[src/rtl/mmio_uart_tx_pkg.sv]
// Shared types and constants for the memory-mapped UART transmitter.
//   tx_state_t       : serialiser FSM states
//   ST_*             : bit positions inside the status word
//   DEF_*_ADDR       : default register byte addresses
package uart_pkg;

  typedef enum logic [1:0] {
    IDLE,
    START,
    DATA,
    STOP
  } tx_state_t;

  localparam int unsigned ST_BUSY  = 0;
  localparam int unsigned ST_EMPTY = 1;
  localparam int unsigned ST_FULL  = 2;
  localparam int unsigned ST_OVF   = 3;

  localparam logic [31:0] DEF_TX_ADDR     = 32'h0000_4000;
  localparam logic [31:0] DEF_STATUS_ADDR = 32'h0000_4004;

endpackage

[src/rtl/mmio_uart_tx_if.sv]
// Core data-store bus as seen by the UART transmitter.
//   mem_write  : store strobe, one cycle per store
//   data_addr  : store/load byte address
//   write_data : store data
//   rd_data    : combinational read data returned by the peripheral
// master = core side, slave = peripheral side.
interface mmio_uart_tx_if #(
  parameter int unsigned DATA_WIDTH = 32
);
  logic                  mem_write;
  logic [DATA_WIDTH-1:0] data_addr;
  logic [DATA_WIDTH-1:0] write_data;
  logic [DATA_WIDTH-1:0] rd_data;

  modport master (output mem_write, data_addr, write_data, input rd_data);
  modport slave  (input mem_write, data_addr, write_data, output rd_data);
endinterface

[src/rtl/sync_fifo.sv]
// Single-clock FIFO with pointer-compare full/empty flags.
//   clk, reset : clock, asynchronous active-low reset
//   push, din  : write strobe and data (caller must not push when full
//                unless popping in the same cycle)
//   pop, dout  : read strobe and head-of-queue data (dout is valid while
//                !empty; caller must not pop when empty)
//   full,empty : occupancy flags
module sync_fifo #(
  parameter int unsigned WIDTH = 8,
  parameter int unsigned DEPTH = 8
) (
  input  logic             clk,
  input  logic             reset,
  input  logic             push,
  input  logic [WIDTH-1:0] din,
  input  logic             pop,
  output logic [WIDTH-1:0] dout,
  output logic             full,
  output logic             empty
);

  localparam int unsigned AW = $clog2(DEPTH);
  localparam logic [AW:0] PTR_ONE = (AW+1)'(1);

  logic [WIDTH-1:0] mem [DEPTH];
  logic [AW:0]      wr_ptr;
  logic [AW:0]      rd_ptr;

  always_ff @(posedge clk or negedge reset) begin
    if (!reset) begin
      wr_ptr <= '0;
      rd_ptr <= '0;
    end else begin
      if (push) wr_ptr <= wr_ptr + PTR_ONE;
      if (pop)  rd_ptr <= rd_ptr + PTR_ONE;
    end
  end

  // Storage needs no reset: the pointers alone define which entries are live.
  always_ff @(posedge clk) begin
    if (push) mem[wr_ptr[AW-1:0]] <= din;
  end

  assign dout  = mem[rd_ptr[AW-1:0]];
  assign empty = (wr_ptr == rd_ptr);
  assign full  = (wr_ptr[AW] != rd_ptr[AW]) && (wr_ptr[AW-1:0] == rd_ptr[AW-1:0]);

endmodule

[src/rtl/mmio_uart_tx.sv]
// Memory-mapped 8N1 UART transmitter on the core's store bus.
//   clk, reset : clock, asynchronous active-low reset
//   bus        : store bus (slave); stores to TX_ADDR queue a byte, stores
//                to STATUS_ADDR with bit3 set clear overflow, reads of
//                STATUS_ADDR return {overflow, full, empty, busy}
//   uart_tx    : serial line, idle high
//   tx_busy    : serialiser not idle
//   overflow   : sticky, a byte was dropped on a full FIFO
module mmio_uart_tx
  import uart_pkg::*;
#(
  parameter int unsigned           DATA_WIDTH   = 32,
  parameter logic [DATA_WIDTH-1:0] TX_ADDR      = DATA_WIDTH'(DEF_TX_ADDR),
  parameter logic [DATA_WIDTH-1:0] STATUS_ADDR  = DATA_WIDTH'(DEF_STATUS_ADDR),
  parameter int unsigned           FIFO_DEPTH   = 8,
  parameter int unsigned           CLKS_PER_BIT = 434
) (
  input  logic                clk,
  input  logic                reset,
  mmio_uart_tx_if.slave       bus,
  output logic                uart_tx,
  output logic                tx_busy,
  output logic                overflow
);

  localparam int unsigned      CNT_W   = $clog2(CLKS_PER_BIT);
  localparam logic [CNT_W-1:0] CNT_MAX = CNT_W'(CLKS_PER_BIT - 1);

  tx_state_t        state;
  logic [CNT_W-1:0] cnt;
  logic [2:0]       bit_idx;
  logic [7:0]       shift;

  logic       push_req;
  logic       push;
  logic       pop;
  logic       ovf_clr;
  logic [7:0] fifo_dout;
  logic       fifo_full;
  logic       fifo_empty;

  assign push_req = bus.mem_write && (bus.data_addr == TX_ADDR);
  assign ovf_clr  = bus.mem_write && (bus.data_addr == STATUS_ADDR) && bus.write_data[ST_OVF];
  assign pop      = (state == IDLE) && !fifo_empty;
  // A full FIFO still accepts a byte when the FSM frees a slot this cycle.
  assign push     = push_req && (!fifo_full || pop);
  assign tx_busy  = (state != IDLE);

  sync_fifo #(
    .WIDTH (8),
    .DEPTH (FIFO_DEPTH)
  ) u_fifo (
    .clk   (clk),
    .reset (reset),
    .push  (push),
    .din   (bus.write_data[7:0]),
    .pop   (pop),
    .dout  (fifo_dout),
    .full  (fifo_full),
    .empty (fifo_empty)
  );

  always_comb begin
    bus.rd_data = '0;
    if (bus.data_addr == STATUS_ADDR) begin
      bus.rd_data[ST_BUSY]  = tx_busy;
      bus.rd_data[ST_EMPTY] = fifo_empty;
      bus.rd_data[ST_FULL]  = fifo_full;
      bus.rd_data[ST_OVF]   = overflow;
    end
  end

  // Set has priority over clear when both happen in one cycle.
  always_ff @(posedge clk or negedge reset) begin
    if (!reset) begin
      overflow <= 1'b0;
    end else if (push_req && !push) begin
      overflow <= 1'b1;
    end else if (ovf_clr) begin
      overflow <= 1'b0;
    end
  end

  always_ff @(posedge clk or negedge reset) begin
    if (!reset) begin
      state   <= IDLE;
      cnt     <= '0;
      bit_idx <= '0;
      shift   <= '0;
      uart_tx <= 1'b1;
    end else begin
      case (state)
        IDLE: begin
          uart_tx <= 1'b1;
          if (!fifo_empty) begin
            shift   <= fifo_dout;
            uart_tx <= 1'b0;
            cnt     <= '0;
            state   <= START;
          end
        end
        START: begin
          if (cnt == CNT_MAX) begin
            cnt     <= '0;
            bit_idx <= '0;
            uart_tx <= shift[0];
            state   <= DATA;
          end else begin
            cnt <= cnt + 1'b1;
          end
        end
        DATA: begin
          if (cnt == CNT_MAX) begin
            cnt <= '0;
            if (bit_idx == 3'd7) begin
              uart_tx <= 1'b1;
              state   <= STOP;
            end else begin
              bit_idx <= bit_idx + 1'b1;
              shift   <= {1'b0, shift[7:1]};
              uart_tx <= shift[1];
            end
          end else begin
            cnt <= cnt + 1'b1;
          end
        end
        STOP: begin
          if (cnt == CNT_MAX) begin
            cnt   <= '0;
            state <= IDLE;
          end else begin
            cnt <= cnt + 1'b1;
          end
        end
        default: state <= IDLE;
      endcase
    end
  end

endmodule

[src/flat_wrapper.sv]
// flat-port wrapper written by rule: the top's interface ports become plain ports
module mmio_uart_tx_flat import uart_pkg::*;
#(
  parameter int unsigned           DATA_WIDTH   = 32,
  parameter logic [DATA_WIDTH-1:0] TX_ADDR      = DATA_WIDTH'(DEF_TX_ADDR),
  parameter logic [DATA_WIDTH-1:0] STATUS_ADDR  = DATA_WIDTH'(DEF_STATUS_ADDR),
  parameter int unsigned           FIFO_DEPTH   = 8,
  parameter int unsigned           CLKS_PER_BIT = 434
)
  (clk, reset, uart_tx, tx_busy, overflow, bus_mem_write, bus_data_addr, bus_write_data, bus_rd_data);
  mmio_uart_tx_if #(.DATA_WIDTH(DATA_WIDTH)) bus_i ();
  input  logic clk;
  input  logic reset;
  output logic uart_tx;
  output logic tx_busy;
  output logic overflow;
  input wire logic [$bits(bus_i.mem_write)-1:0] bus_mem_write;
  input wire logic [$bits(bus_i.data_addr)-1:0] bus_data_addr;
  input wire logic [$bits(bus_i.write_data)-1:0] bus_write_data;
  output wire logic [$bits(bus_i.rd_data)-1:0] bus_rd_data;
  assign bus_i.mem_write = bus_mem_write;
  assign bus_i.data_addr = bus_data_addr;
  assign bus_i.write_data = bus_write_data;
  assign bus_rd_data = bus_i.rd_data;
  mmio_uart_tx #(.DATA_WIDTH(DATA_WIDTH), .TX_ADDR(TX_ADDR), .STATUS_ADDR(STATUS_ADDR), .FIFO_DEPTH(FIFO_DEPTH), .CLKS_PER_BIT(CLKS_PER_BIT)) u_core (.clk(clk), .reset(reset), .bus(bus_i), .uart_tx(uart_tx), .tx_busy(tx_busy), .overflow(overflow));
endmodule
[config.mk]
export PLATFORM = sky130hd
export DESIGN_NAME = mmio_uart_tx_flat
export DESIGN_NICKNAME = d
export VERILOG_FILES = /design/src/rtl/mmio_uart_tx_pkg.sv /design/src/rtl/mmio_uart_tx_if.sv /design/src/rtl/sync_fifo.sv /design/src/rtl/mmio_uart_tx.sv /design/src/flat_wrapper.sv
export SDC_FILE = /design/constraint.sdc
export NUM_CORES = 1
export LEC_CHECK = 0
export BUFFER_PORTS_ARGS = -buffer_cell sky130_fd_sc_hd__buf_2
export CORE_MARGIN = 5
export CORE_UTILIZATION = 40
export CTS_CLUSTER_DIAMETER = 50
export DETAILED_ROUTE_END_ITERATION = 8
export SLEW_MARGIN = 5
export SYNTH_ARGS = -nofsm -noshare
export SYNTH_HDL_FRONTEND = slang
export SYNTH_SLANG_ARGS = --single-unit
[constraint.sdc]
create_clock -name clk -period 6.4 [get_ports clk]
set_input_delay 1.28 -clock clk [delete_from_list [all_inputs] [get_ports clk]]
set_output_delay 1.28 -clock clk [all_outputs]
set_load 0.03 [all_outputs]
==> out/metrics.cfg, run 1 <==
[final_layout]
final_common_cell=edfxtp_1
fin_area_sq_um=5105
synthToLayoutAreaGrowth_pct=13.02
drive_gt1_frac=0.2710
mostFrequentLayoutCells=64 x edfxtp_1, 49 x buf_2, 31 x dfrtp_1
finalNetCount=442
fillers=987
antennaDiodeCount=0

[route]
routed_wl_um=8377
wl_per_cell_um=16.46
dr.pass1.iters=4
first_iter_violations=219
drc=0
ant_nets=0
vias=2609
routed_via_density=5.126

[setup_path]
startpoint_type=primary input
worst_ep_arrival_time_ns=2.40
r2r_start=u_core.u_fifo.rd_ptr[1]$_DFFE_PN0P_
cp-end-kind=primary output
crit_fanout=3
required_ns=5.12
worst-setup-path-type=in -> out
crit_start=bus_data_addr[8]

[synth]
synthFlopType=edfxtp_1
ys_seq_area_frac=0.6030
post-synth-top-area-fraction=0.4255
yosysUniqueCellTypes=51
yosysWarnings=0
synth_top_area_cell=edfxtp_1
synth_edf_count=64
async_reset_ff_frac=0.3333
synthTopCellsByArea=edfxtp_1 43%, dfrtp_1 17%, mux4_2 8.0%
ys_ff_latch=96
syn_area_sq_um=4517
avgSynthCellArea_sq_um=14.34
syn_inst=315

[clocking]
tritoncts=built
clk_latency_ns=0.34
clkSinkCount=96
cts_resized=0
clkTransAtPathRegs_ns=0.07
h-tree-depth=3
cts_root_buf=clkbuf_16
cts_buffers=9
cts_buffer_depth=2
ctsHoldBuffers=0
postCtsSetupRepairBufs=0

[placed_design]
io_buffers=49
dpl_worst_slack_ns=2.551
place_area_sq_um=4791
dp_hpwl_um=5700
routabilityCongestion=0.7366

[global_routing]
antenna_found_initial=0
grt_usage=0.1296
gr-total-overflow=0
grt_max_degree=33
grt_pass1_wl_um=13410
grt_pass1_vias=2604

[floorplan]
core_area_sq_um=10940
dieArea_sq_um=13520
die_h_um=116.3
rows=38
boundaryPins=102
start_util=0.4130
chipWidth_um=116.3

[power]
switching_power_w=0.0003188
p_leak_nw=1.966
p_sw_frac=0.2375
powerDensity_nw_per_um2=262.9
p_clk_frac=0.412
vdd_ir_drop_max_mv=0.2244
pwr-share-seq=0.519
p_int_w=0.001023
comb_power_share=0.070

[timing]
hold_viol=0
worst_pin_slew_ns=1.054
fin_crit_sh=0.5750
layout_setup_ws_ns=2.720
fin_skew_ns=0.006630
fin_crit_ns=3.680
finalSetupTns_ns=0
relSlewSlack=0.2976
setup_viol=0
drv_slew=0
clock.fmax_ghz=0.2717
rsz0062_at_grt=false

[worst_hold_path]
min_from=u_core.shift[0]$_DFFE_PN0P_
hold_class=reg -> reg

[job]
cap_violations=0

[status]
status=completed

==> cell usage after synthesis, types with 7 or more instances <==
| cell | count |
|---|---|
| dfrtp_1 | 31 |
| o31ai_1 | 7 |
| inv_1 | 7 |
| buf_4 | 29 |
| a222oi_1 | 7 |
| xnor2_1 | 7 |
| nand2_1 | 16 |
| edfxtp_1 | 64 |
| mux4_2 | 16 |
| o21ai_0 | 17 |
| ha_1 | 11 |
| nor2_1 | 17 |
==> power groups by stage <==
| stage | sequential (W) | combinational, W | clock [W] |
|---|---|---|---|
| after floorplan | 0.000706 | 0.0000747 | 0 |
| after detailed placement | 0.000709 | 0.0000943 | 0 |
| after global routing | 0.000698 | 0.000106 | 0.000598 |
| after global placement | 0.000708 | 0.0000918 | 0 |
| final | 0.000696 | 0.0000934 | 0.000553 |
| after CTS | 0.000696 | 0.0000943 | 0.000568 |
==> state kept, by name, indices dropped and copies added, names as in the netlist <==
| signal | flops |
|---|---|
| u_core.u_fifo.mem | 64 |
| u_core.overflow | 1 |
| u_core.bit_idx | 3 |
| u_core.uart_tx | 1 |
| u_core.shift | 8 |
| u_core.state | 2 |
| u_core.u_fifo.wr_ptr | 4 |
| u_core.u_fifo.rd_ptr | 4 |
| u_core.cnt | 9 |
==> through the flow <==
stage | power, W | std cells | utilization | hold WS, ns
floorplan | 0.0007811 | 342 | - | 0.4450
global placement | 0.0007999 | 493 | 0.4381 | 0.4657
detailed placement | 0.0008035 | 493 | 0.4381 | 0.4754
CTS | 0.001358 | 509 | 0.4668 | 0.4887
global route | 0.001402 | 509 | 0.4668 | 0.4994
finish | 0.001342 | 509 | 0.4668 | 0.4837
==> final cells by class <==
type                    instances  area (sq um)  area share
inverters                       7         26.28    0.005147
multi-input cells             197          1590      0.3115
flip-flops and latches         96          2724      0.5336
clock buffers                   9         225.2     0.04412
clock inverters                 7         88.84     0.01740
well taps                     140         175.2     0.03431
repair buffers                 53         275.3     0.05392
==> critical path, cell delays in order <==
cell and delay (ns):
buf_2 0.09, nor4_1 0.26, nand4_1 0.18, nor2_1 0.16
nand2_1 0.10, nor2_1 0.11, buf_2 0.21
==> kinds of logic after synthesis <==
logic type	after synthesis	share of synthesized area
AOI/OAI and AO/OA	49	0.07562
xor gates and xnor gates	10	0.01939
adders and majority gates	11	0.03047
buffers and inverters	49	0.06842
DFF	96	0.6030
muxes	21	0.09197
other	1	0.0008302
and+or+nand+nor	78	0.1102
==> metal layers <==
| layer | share of wire | routed length [um] | track usage |
|---|---|---|---|
| met3 | 0.040 | 335 | 0.03316 |
| met5 | 0 | 0 | 0 |
| met4 | 0.0084 | 70 | 0.02552 |
| met1 | 0.45 | 3751 | 0.1640 |
| met2 | 0.50 | 4219 | 0.2265 |
==> worst paths after layout <==
check / cells after the start / slack, ns / to
min: 2 / 0.48 / u_core.shift[0]$_DFFE_PN0P_
min reg2reg: 2 / 0.48 / u_core.shift[0]$_DFFE_PN0P_
min in group asynchronous: 1 / 1.00 / u_core.cnt[6]$_DFFE_PN0P_
max reg2reg: 5 / 3.38 / u_core.u_fifo.mem[6][1]$_DFFE_PP_
max: 7 / 2.72 / bus_rd_data[2]
max in group asynchronous: 1 / 4.93 / u_core.shift[5]$_DFFE_PN0P_
Note: power is estimated with default switching activity, not from simulation.
==> inputs of run 2 (changes only) <==
==> constraint.sdc (replaced) <==
create_clock -name clk -period 3 [get_ports clk]
set_input_delay 0.6 -clock clk [delete_from_list [all_inputs] [get_ports clk]]
set_output_delay 0.6 -clock clk [all_outputs]
set_load 0.03 [all_outputs]
==> run 2 against run 1 <==
Net effect: hold slack got worse by 0.17 ns; sequential cell count unchanged; utilization rose by 0.10 points; total power grew 100%; combinational power is 120% higher; highest routed layer unchanged.
==> out/metrics.cfg, run 2 (synthesis results as in run 1) <==
[clocking]
postCtsSetupRepairBufs=0
clkSinkCount=96
h-tree-depth=3
ctsHoldBuffers=0
tritoncts=built
cts_root_buf=clkbuf_16
clkTransAtPathRegs_ns=0.07
cts_buffer_depth=2
cts_buffers=9
clk_latency_ns=0.34
cts_resized=0

[timing]
layout_setup_ws_ns=0.5802
drv_slew=0
rsz0062_at_grt=false
relSlewSlack=0.2972
fin_crit_sh=0.8066
fin_skew_ns=0.009134
hold_viol=0
fin_crit_ns=2.420
finalSetupTns_ns=0
clock.fmax_ghz=0.4133
worst_pin_slew_ns=1.054
setup_viol=0

[final_layout]
antennaDiodeCount=0
largest_reg_flops=64
mostFrequentLayoutCells=64 x edfxtp_1, 49 x buf_2, 31 x dfrtp_1
drive_gt1_frac=0.2785
finalNetCount=450
synthToLayoutAreaGrowth_pct=13.27
fin_area_sq_um=5116
final_common_cell=edfxtp_1

[floorplan]
rows=38
die_h_um=116.3
dieArea_sq_um=13520
boundaryPins=102
core_area_sq_um=10940
chipWidth_um=116.3
start_util=0.4130

[setup_path]
worst-setup-path-type=reg -> reg
cp_top_family=compound AO/OA/AOI/OAI gates
crit_fanout=19
critical-path-slowest-cell=o22ai_1
cp-end-kind=register
crit_buf_inv=1
required_ns=3.17
path_cells=inv_1, ha_1, nor2_1, o22ai_1, o21ai_0
worst_ep_arrival_time_ns=2.59
critPathMaxStageDelay_ns=0.81
startpoint_type=register

[global_routing]
antenna_found_initial=0
gr-total-overflow=0
grt_pass1_vias=2678
grt_usage=0.1371
grt_max_degree=33
grt_pass1_wl_um=13970

[worst_hold_path]
hold_class=in -> async

[power]
vdd_ir_drop_max_mv=0.4232
p_leak_nw=1.981
powerDensity_nw_per_um2=533.9

[placed_design]
routabilityCongestion=0.7759
place_area_sq_um=4846
dpl_worst_slack_ns=0.2597
io_buffers=49
dp_hpwl_um=5976

[route]
ant_nets=0
dr.pass1.iters=6
routed_wl_um=8689
first_iter_violations=202
routed_via_density=5.116
vias=2645
wl_per_cell_um=16.81
drc=0

[status]
status=completed

[job]
cap_violations=0

-- run 2: cell types whose count changed in the layout (fill, tap and decap cells not counted) --
cell	previous run	this run
nor3_1	2	3
clkinv_1	0	2
inv_8	1	0
nor3_2	2	1
buf_4	4	12
clkinv_8	1	0
bufinv_16	1	0
clkinvlp_4	0	2
clkinv_4	1	0
-- run 2: area by class of cell --
class	instances	area (sq um)
clock buffer	9	225.2
tap	140	175.2
clock inverter	7	45.04
inverter	7	26.28
fill	987	5819
sequential	96	2724
multi-input combinational	197	1585
timing repair buffer	61	335.3
-- run 2: per-stage QoR --
stage / utilization / total power (W) / instances / hold WS (ns)
floorplan: - / 0.001666 / 342 / 0.3044
global placement: 0.4431 / 0.001710 / 501 / 0.4663
detailed placement: 0.4431 / 0.001719 / 501 / 0.4754
CTS: 0.4678 / 0.002768 / 517 / 0.3462
global route: 0.4678 / 0.002860 / 517 / 0.3743
finish: 0.4678 / 0.002732 / 517 / 0.3162
-- run 2: metal layers --
metal,up-vias,part of all wire,GRT usage
met5,-,0,0
met4,0,0.0062,0.04718
met3,4,0.054,0.03472
met2,66,0.51,0.2254
met1,1306,0.43,0.1774
li1,1269,-,-
-- run 2: final timing paths --
check / slack [ns] / depth (start not counted) / end / startpoint
worst max-delay path: 0.58 / 5 / u_core.shift[0]$_DFFE_PN0P_ / u_core.state[0]$_DFFE_PN0P_
worst min-delay path: 0.32 / 1 / u_core.cnt[3]$_DFFE_PN0P_ / reset
worst max register to register: 0.58 / 5 / u_core.shift[0]$_DFFE_PN0P_ / u_core.state[0]$_DFFE_PN0P_
worst min register to register: 0.49 / 2 / u_core.shift[2]$_DFFE_PN0P_ / u_core.shift[2]$_DFFE_PN0P_
max in group asynchronous: 2.22 / 1 / u_core.shift[4]$_DFFE_PN0P_ / reset
min in group clk: 0.49 / 2 / u_core.shift[2]$_DFFE_PN0P_ / u_core.shift[2]$_DFFE_PN0P_
-- run 2: where the power goes --
| group | total [W] | internal (W) | switching [W] |
|---|---|---|---|
| logic | 0.000203 | 0.0000629 | 0.000140 |
| clock network | 0.00104 | 0.000560 | 0.000483 |
| registers | 0.00149 | 0.00146 | 0.0000278 |
==> inputs of run 3 (changes only) <==
==> constraint.sdc (replaced) <==
create_clock -name clk -period 2.07 [get_ports clk]
set_input_delay 0.414 -clock clk [delete_from_list [all_inputs] [get_ports clk]]
set_output_delay 0.414 -clock clk [all_outputs]
set_load 0.03 [all_outputs]
==> run 3 against run 2 <==
Net effect: the run now ends with negative setup slack left; sequential share of layout area decreased by 4.5 points; worst setup slack worse by 0.63 ns; critical path depth up 2; critical path type is now in -> reg; largest cell class unchanged; largest power group unchanged.
==> out/metrics.cfg, run 3 (synthesis results as in run 1) <==
[status]
status=complete, but fails checks
failed_checks=negative setup slack

[clocking]
clkTransAtPathRegs_ns=0.07
clk_latency_ns=0.34
cts_buffers=9
cts_root_buf=clkbuf_16
clkSinkCount=96
cts_buffer_depth=2
tritoncts=built
h-tree-depth=3
ctsHoldBuffers=0

[floorplan]
boundaryPins=102
core_area_sq_um=10940
die_h_um=116.3
start_util=0.4130
dieArea_sq_um=13520
rows=38
chipWidth_um=116.3

[route]
drc=0
dr.pass1.iters=4
routed_via_density=5.154
ant_nets=0
vias=2783
wl_per_cell_um=17.39
routed_wl_um=9388
first_iter_violations=222

[power]
p_sw_frac=0.2418
comb_power_share=0.081
totalPowerFinal_w=0.004218
switching_power_w=0.001020
powerDensity_nw_per_um2=755.2
p_clk_frac=0.410
p_leak_nw=2.170
vdd_ir_drop_max_mv=0.6243
p_int_w=0.003198
pwr-share-seq=0.509

[final_layout]
largest_reg_flops=64
finalNetCount=473
drive_gt1_frac=0.3525
synthToLayoutAreaGrowth_pct=23.66
post-route-util=0.5108
mostFrequentLayoutCells=64 x edfxtp_1, 36 x buf_2, 32 x buf_4
antennaDiodeCount=0
final_common_cell=edfxtp_1

[job]
cap_violations=0

[setup_path]
worst_ep_arrival_time_ns=2.17
crit_fanout=6
reg2reg_slack_ns=0.01
cp-end-kind=register
crit_start=bus_data_addr[23]
startpoint_type=primary input
worst-setup-path-type=in -> reg
required_ns=2.13
r2r_start=u_core.u_fifo.wr_ptr[1]$_DFFE_PN0P_

[timing]
drv_slew=0
setup_viol=19
layout_setup_ws_ns=-0.04804
rsz0062_at_grt=true
worst_pin_slew_ns=0.7429
clock.fmax_ghz=0.4721
finalSetupTns_ns=-0.4200
fin_crit_ns=2.118
relSlewSlack=0.5047
hold_viol=0
whs_ns=0.1326
fin_skew_ns=0.01207
fin_crit_sh=1.023

[worst_hold_path]
hold_class=in -> async

[global_routing]
gr-total-overflow=0
grt_pass1_vias=2755
grt_usage=0.1435
grt_pass1_wl_um=14630
grt_max_degree=33
antenna_found_initial=0

[placed_design]
dpl_worst_slack_ns=-0.4166
io_buffers=49
dp_hpwl_um=6460
routabilityCongestion=0.8064

-- run 3: cell count changes in the layout (fill, tap and decap cells not counted), moves of 2 or more --
cell        before  now
buf_12           0    3
buf_2           49   36
buf_4           12   32
buf_6            0   13
clkinv_1         2    0
clkinvlp_4       2    0
inv_8            0    2
nor4_1           4    0
nor4_4           0    5
nor4b_2          3    1
nor4b_4          1    4
xnor2_1          7    5
xnor2_2          0    2
-- run 3: metrics by stage --
stage,cell area (sq um),std cells
2_1_floorplan,4688,342
6_report,5585,540
4_1_cts,5512,539
3_3_place_gp,5104,521
3_5_place_dp,5104,521
5_1_grt,5585,540
-- run 3: layer usage --
layer / part of all wire / GRT usage
met5: 0 / 0
met4: 0.0075 / 0.03558
met3: 0.038 / 0.03264
met2: 0.51 / 0.2445
met1: 0.44 / 0.1866
-- run 3: worst paths after layout --
path	endpoint	cells after the start
hold / removal	u_core.overflow$_DFFE_PN0P_	1
setup reg to reg	u_core.u_fifo.mem[2][1]$_DFFE_PP_	6
setup / recovery	u_core.u_fifo.mem[2][1]$_DFFE_PP_	7
min in group clk	u_core.u_fifo.mem[2][7]$_DFFE_PP_	1
max in group asynchronous	u_core.u_fifo.rd_ptr[2]$_DFFE_PN0P_	1
hold reg to reg	u_core.shift[0]$_DFFE_PN0P_	2
-- run 3: timing repair --
| item | 4_1_cts | 5_1_grt |
|---|---|---|
| gates resized for setup | 14 | 16 |
| buffers inserted | 2 | 2 |
| endpoints found under the setup margin | 30 | 51 |
| pin swaps | 3 | 6 |
-- run 3: critical path: stages --
cell	delay [ns]
buf_6	0.09
nor4_4	0.26
nand4_1	0.19
nor3_2	0.18
or3b_4	0.48
nor4b_4	0.36
buf_4	0.19
-- run 3: cell type report --
cell class | instances | area (sq um)
tap | 140 | 175.2
timing repair buffer | 84 | 626.9
clock inverter | 7 | 83.83
fill | 946 | 5350
sequential | 96 | 2724
inverter | 7 | 28.78
clock buffer | 9 | 225.2
multi-input combinational | 197 | 1722
-- run 3: power groups by stage --
| stage | Clock [W] | Combinational, W | Sequential, W |
|---|---|---|---|
| final | 0.00173 | 0.000341 | 0.00215 |
| after global routing | 0.00184 | 0.000379 | 0.00215 |
| after CTS | 0.00177 | 0.000336 | 0.00215 |
| after detailed placement | 0 | 0.000319 | 0.00219 |
| after global placement | 0 | 0.000311 | 0.00219 |
| after floorplan | 0 | 0.000233 | 0.00218 |
